$ cat src/rtl/spi_master_multi.sv
// SPI master: one DATA_W-bit transfer per start, CPOL/CPHA per transfer, one-hot active-low chip selects.
// Latency: start accepted at edge N -> done pulse after edge N+(2*DATA_W+2)*CLK_DIV.
// Backpressure: none; start is ignored while busy, a start with an out-of-range cs_sel gets a 1-cycle err.
module spi_master_multi #(
  parameter int DATA_W    = 16,
  parameter int CLK_DIV   = 4,
  parameter int NUM_CS    = 2,
  parameter int LSB_FIRST = 0,
  localparam int CSW      = (NUM_CS > 1) ? $clog2(NUM_CS) : 1
) (
  input  logic              clk,
  input  logic              rst,
  input  logic              start,
  input  logic              cpol,
  input  logic              cpha,
  input  logic [CSW-1:0]    cs_sel,
  input  logic [DATA_W-1:0] tx_data,
  input  logic              miso,
  output logic              sck,
  output logic              mosi,
  output logic [NUM_CS-1:0] cs_n,
  output logic              busy,
  output logic              done,
  output logic              err,
  output logic [DATA_W-1:0] rx_data
);

  localparam int DIVW = (CLK_DIV > 1) ? $clog2(CLK_DIV) : 1;
  localparam int BCW  = $clog2(DATA_W) + 1;
  localparam logic [DIVW-1:0] DIV_LAST = DIVW'(CLK_DIV - 1);
  localparam logic [BCW-1:0]  BITS     = BCW'(DATA_W);

  typedef enum logic [1:0] {IDLE, SETUP, XFER, HOLD} state_t;

  state_t            state;
  logic [DIVW-1:0]   div_cnt;   // clk cycles within the current SCK half-period
  logic [BCW-1:0]    bit_cnt;   // bits sampled so far
  logic              lead;      // next SCK toggle is the leading edge
  logic              cpol_q;
  logic              cpha_q;
  logic [DATA_W-1:0] tx_sr;     // bits still to be driven, next one at the head
  logic [DATA_W-1:0] rx_sr;

  logic              tick;
  logic              sel_ok;
  logic [NUM_CS-1:0] cs_dec;
  logic              first_bit;
  logic              next_bit;
  logic [DATA_W-1:0] tx_data_adv;
  logic [DATA_W-1:0] tx_sr_adv;
  logic [DATA_W-1:0] rx_sr_in;

  // Divider tick, select decode and bit-order dependent head/shift views of the shift registers
  always_comb begin
    tick   = (div_cnt == DIV_LAST);
    sel_ok = (int'(cs_sel) < NUM_CS);
    cs_dec = '1;
    for (int i = 0; i < NUM_CS; i++) begin
      cs_dec[i] = (int'(cs_sel) != i);
    end
    if (LSB_FIRST != 0) begin
      first_bit   = tx_data[0];
      tx_data_adv = tx_data >> 1;
      next_bit    = tx_sr[0];
      tx_sr_adv   = tx_sr >> 1;
      rx_sr_in    = {miso, rx_sr[DATA_W-1:1]};
    end else begin
      first_bit   = tx_data[DATA_W-1];
      tx_data_adv = tx_data << 1;
      next_bit    = tx_sr[DATA_W-1];
      tx_sr_adv   = tx_sr << 1;
      rx_sr_in    = {rx_sr[DATA_W-2:0], miso};
    end
  end

  // Transfer sequencer: IDLE -> SETUP -> XFER -> HOLD -> IDLE, all outputs registered here
  always_ff @(posedge clk) begin
    if (rst) begin
      state   <= IDLE;
      sck     <= 1'b0;
      mosi    <= 1'b0;
      cs_n    <= '1;
      busy    <= 1'b0;
      done    <= 1'b0;
      err     <= 1'b0;
      rx_data <= '0;
      div_cnt <= '0;
      bit_cnt <= '0;
      lead    <= 1'b1;
      cpol_q  <= 1'b0;
      cpha_q  <= 1'b0;
      tx_sr   <= '0;
      rx_sr   <= '0;
    end else begin
      done <= 1'b0;
      err  <= 1'b0;
      case (state)
        IDLE: begin
          sck     <= cpol;
          mosi    <= 1'b0;
          cs_n    <= '1;
          busy    <= 1'b0;
          div_cnt <= '0;
          bit_cnt <= '0;
          lead    <= 1'b1;
          if (start && sel_ok) begin
            state  <= SETUP;
            cpol_q <= cpol;
            cpha_q <= cpha;
            cs_n   <= cs_dec;
            busy   <= 1'b1;
            // CPHA=0 slaves sample on the very first edge, so the first bit goes out with CS
            if (!cpha) begin
              mosi  <= first_bit;
              tx_sr <= tx_data_adv;
            end else begin
              tx_sr <= tx_data;
            end
          end else if (start) begin
            err <= 1'b1;
          end
        end

        // SETUP is the CS-to-first-edge lead; its final tick doubles as the first SCK edge
        SETUP, XFER: begin
          if (!tick) begin
            div_cnt <= div_cnt + 1'b1;
          end else begin
            div_cnt <= '0;
            if (bit_cnt == BITS && lead) begin
              state <= HOLD;
            end else begin
              state <= XFER;
              sck   <= ~sck;
              lead  <= ~lead;
              if (lead ^ cpha_q) begin
                rx_sr   <= rx_sr_in;
                bit_cnt <= bit_cnt + 1'b1;
              end else if (bit_cnt != BITS) begin
                // after the final bit mosi keeps its value through HOLD
                mosi  <= next_bit;
                tx_sr <= tx_sr_adv;
              end
            end
          end
        end

        HOLD: begin
          if (!tick) begin
            div_cnt <= div_cnt + 1'b1;
          end else begin
            div_cnt <= '0;
            state   <= IDLE;
            mosi    <= 1'b0;
            cs_n    <= '1;
            busy    <= 1'b0;
            done    <= 1'b1;
            rx_data <= rx_sr;
          end
        end

        default: state <= IDLE;
      endcase
    end
  end

endmodule

$ cat config.mk
export PLATFORM = sky130hd
export DESIGN_NAME = spi_master_multi
export DESIGN_NICKNAME = d
export VERILOG_FILES = /design/src/rtl/spi_master_multi.sv
export SDC_FILE = /design/constraint.sdc
export NUM_CORES = 1
export LEC_CHECK = 0
export ABC_AREA = 1
export BUFFER_PORTS_ARGS = -buffer_cell sky130_fd_sc_hd__buf_2
export CAP_MARGIN = 40
export CORE_MARGIN = 2
export CORE_UTILIZATION = 30
export DETAILED_ROUTE_END_ITERATION = 16
export HOLD_SLACK_MARGIN = 0.05
export PLACE_DENSITY = 0.45
export SYNTH_ARGS = -nofsm -noshare
export SYNTH_HDL_FRONTEND = slang
export SYNTH_SLANG_ARGS = --single-unit
$ cat constraint.sdc
create_clock -name clk -period 3.9 [get_ports clk]
set_input_delay 0.39 -clock clk [delete_from_list [all_inputs] [get_ports clk]]
set_output_delay 0.39 -clock clk [all_outputs]
set_load 0.02 [all_outputs]
==> out/results.txt <==
clock skew: 7.16 ps
crit-path cells: inv_1 > ha_1 > nand3_1 > nand2_1 > nor2_4 > nand2_1 > nand2_1 > nand2_1 > nor2_1
syn_area_per_cell: 7.31 µm²
Global Route Usage Sum: 13.3%
top-area cell type share of the netlist area: 42.9%
Slew Limit Headroom: 49.3%
CTS tree: yes
fin. max-slew vios: 0
Starting Density: 31.0%
router iterations before antenna repair: 4
met2 GRT Util: 23.3%
final WL: 6.73 mm
Logic pwr share: 42.2%
IO Port Bufs: 44
Post-synth EDFFs: 0
Achievable Freq: 463 MHz
Clock Path Buffers: 2
Final Net Count: 473
Fill cells: 1,087
largest net degree at the start of global routing: 36
Crit Path Max Fanout: 31
postcts setup bufs: 0
Yosys warning count: 0
status: completed
pwr dens: 750 nW/µm²
First DRT Iteration DRCs: 140
Lkg Pwr: 1.49 nW
CTS H-tree depth: 3
GP Congestion: 0.724
Worst-path clk slew: 80 ps
Synth Cell Area: 3030 µm²
Crit-path slowest cell: nor2_4
CP Class: flip-flop to flip-flop
wire length per cell: 11.6 µm
Post-DP HPWL: 4.36 mm
Post-route DRC: 0
clock buffer count from CTS: 9
via/cell ratio: 4.58
met3 usage: 3.99%
sequential area share after synthesis: 42.9%
Tcrit/Tclk final: 55.3%
max_cap viols: 0
Sequential Area: 1300 µm²
grt peak-use layer: met2
endpoints failing setup: 0
Final TNS setup: 0 ps
Die Ht: 105 µm
core area: 9770 µm²
type of destination of the critical path: flip-flop
chip width: 105 µm
RSZ-0062 raised after global routing: false
hold_ws: 291 ps
Ports: 46
Synth top cells by count: nand2_1, dfxtp_1, o21ai_0
number of global-route vias before repair: 2,516
prevailing post-synth register cell: dfxtp_1
ANT nets after route: 0
final period demand of the worst path: 2160 ps
Cell Rows: 36
Finished Core Util: 35.4%
Critical Path AT: 2440 ps
Final Hold Viols: 0
synth top area cells: dfxtp_1, nand2_1, o21ai_0, a21oi_1, nand3_1
NetSw: 0.00107 W
#FFs+latches synth: 65
Slew @ Worst Pin: 760 ps
Reg power frac: 32.8%
GRT met1 Usage: 15.3%
grt total ovfl: 0
clock sink count: 65
Worst path most repeated cell: nand2_1
Net Count, Synth: 444
CP max stage delay: 530 ps
critical path data required time: 4180 ps
Multi-input gate area: 1420 µm²
root buf cell: clkbuf_8
Syn Inst Count: 415
synth-to-layout area growth: 14.1%
Synth area leader: dfxtp_1
Antenna diodes: 0
via count: 2,668
sw frac: 41.4%
Clock Latency Late Sink: 340 ps
post-cts sizing count: 0
die area: 10,900 µm²
first-pass GRT wire length: 11.8 mm
Pint: 0.00152 W
layout cells sized above 1: 16.0%
initial antenna violation count: 0
CTS Hold Bufs: 0
CP Launch Type: flip-flop
top-count cell post-synth: nand2_1
Synth cell types: 31
asr flop ratio synth: 0%
VDD IR max: 0.343 mV
clock power share: 24.9%
hold crit path type: primary input to flip-flop
==> through the flow <==
step / worst slack [ps] / instances / instance area [µm²] / power, W
after detailed placement: 1710 / 566 / 3240 / 0.00198
final: 1740 / 582 / 3460 / 0.00259
after floorplan: 2330 / 415 / 3030 / 0.00190
after CTS: 1690 / 582 / 3460 / 0.00265
after global placement: 1790 / 566 / 3240 / 0.00197
after global routing: 1460 / 582 / 3460 / 0.00286
==> layout by cell type, fill, tap and decap left out, types with 6 or more instances in the layout <==
| cell type | synthesis | final |
|---|---|---|
| inv_1 | 31 | 31 |
| o21ai_0 | 52 | 52 |
| nor2_1 | 42 | 42 |
| a21oi_1 | 48 | 48 |
| clkbuf_8 | 0 | 9 |
| ha_1 | 6 | 6 |
| dfxtp_1 | 65 | 65 |
| nand2_1 | 79 | 79 |
| buf_2 | 8 | 44 |
| nand3_1 | 43 | 43 |
==> flip-flops by register name, summed over array words and instances (netlist names) <==
signal,cells
bit_cnt,5
busy,1
cpha_q,1
cs_n,2
div_cnt,2
done,1
lead,1
mosi,1
rx_data,16
rx_sr,16
sck,1
state,2
tx_sr,16
==> cell families after synthesis <==
logic type | synth area share [%]
and+or+nand+nor | 25.4
adders and majority gates | 2.47
other | 0.124
buffers and inverters | 10.3
xor gates and xnor gates | 0.289
muxes | 0.330
DFF | 42.9
AOI/OAI and AO/OA | 18.2
==> power groups by stage <==
stage	combinational [W]	sequential, W	clock [W]
2_1_floorplan	0.00103	0.000875	0
3_3_place_gp	0.00111	0.000866	0
3_5_place_dp	0.00112	0.000867	0
4_1_cts	0.00112	0.000852	0.000676
5_1_grt	0.00129	0.000868	0.000702
6_report	0.00110	0.000852	0.000647
==> critical path: cells and delay by family (launching register included) <==
| kind | cells | cell delay [ps] |
|---|---|---|
| flip-flops | 1 | 350 |
| buffers and inverters | 1 | 80 |
| AND/OR/NAND/NOR | 7 | 1180 |
| adder cells (fa/ha/maj) | 1 | 480 |
==> path summary, 6_finish.rpt <==
path / startpoint / end / slack, ps / depth (start not counted)
worst min register to register: div_cnt[0]$_SDFF_PP0_ / div_cnt[0]$_SDFF_PP0_ / 420 / 1
worst max register to register: state[0]$_SDFFE_PP0P_ / tx_sr[0]$_SDFFE_PP0P_ / 1740 / 9
worst min-delay path: miso / rx_sr[0]$_SDFFE_PP0P_ / 290 / 3
worst max-delay path: state[0]$_SDFFE_PP0P_ / tx_sr[0]$_SDFFE_PP0P_ / 1740 / 9
==> per-layer routing <==
| layer | up-vias | share of wire (%) |
|---|---|---|
| li1 | 1415 | - |
| met4 | 0 | 1.1 |
| met1 | 1201 | 47 |
| met5 | - | 0 |
| met2 | 45 | 47 |
| met3 | 7 | 4.2 |
==> layout make-up <==
type                    count  share of cell area (%)
well taps                 133                    4.81
clock inverters             6                    2.68
inverters                  33                    3.58
flip-flops and latches     65                    37.6
repair buffers             45                    6.58
multi-input cells         290                    41.1
clock buffers              10                    3.69
No activity file was read; power rests on OpenSTA's default activity.
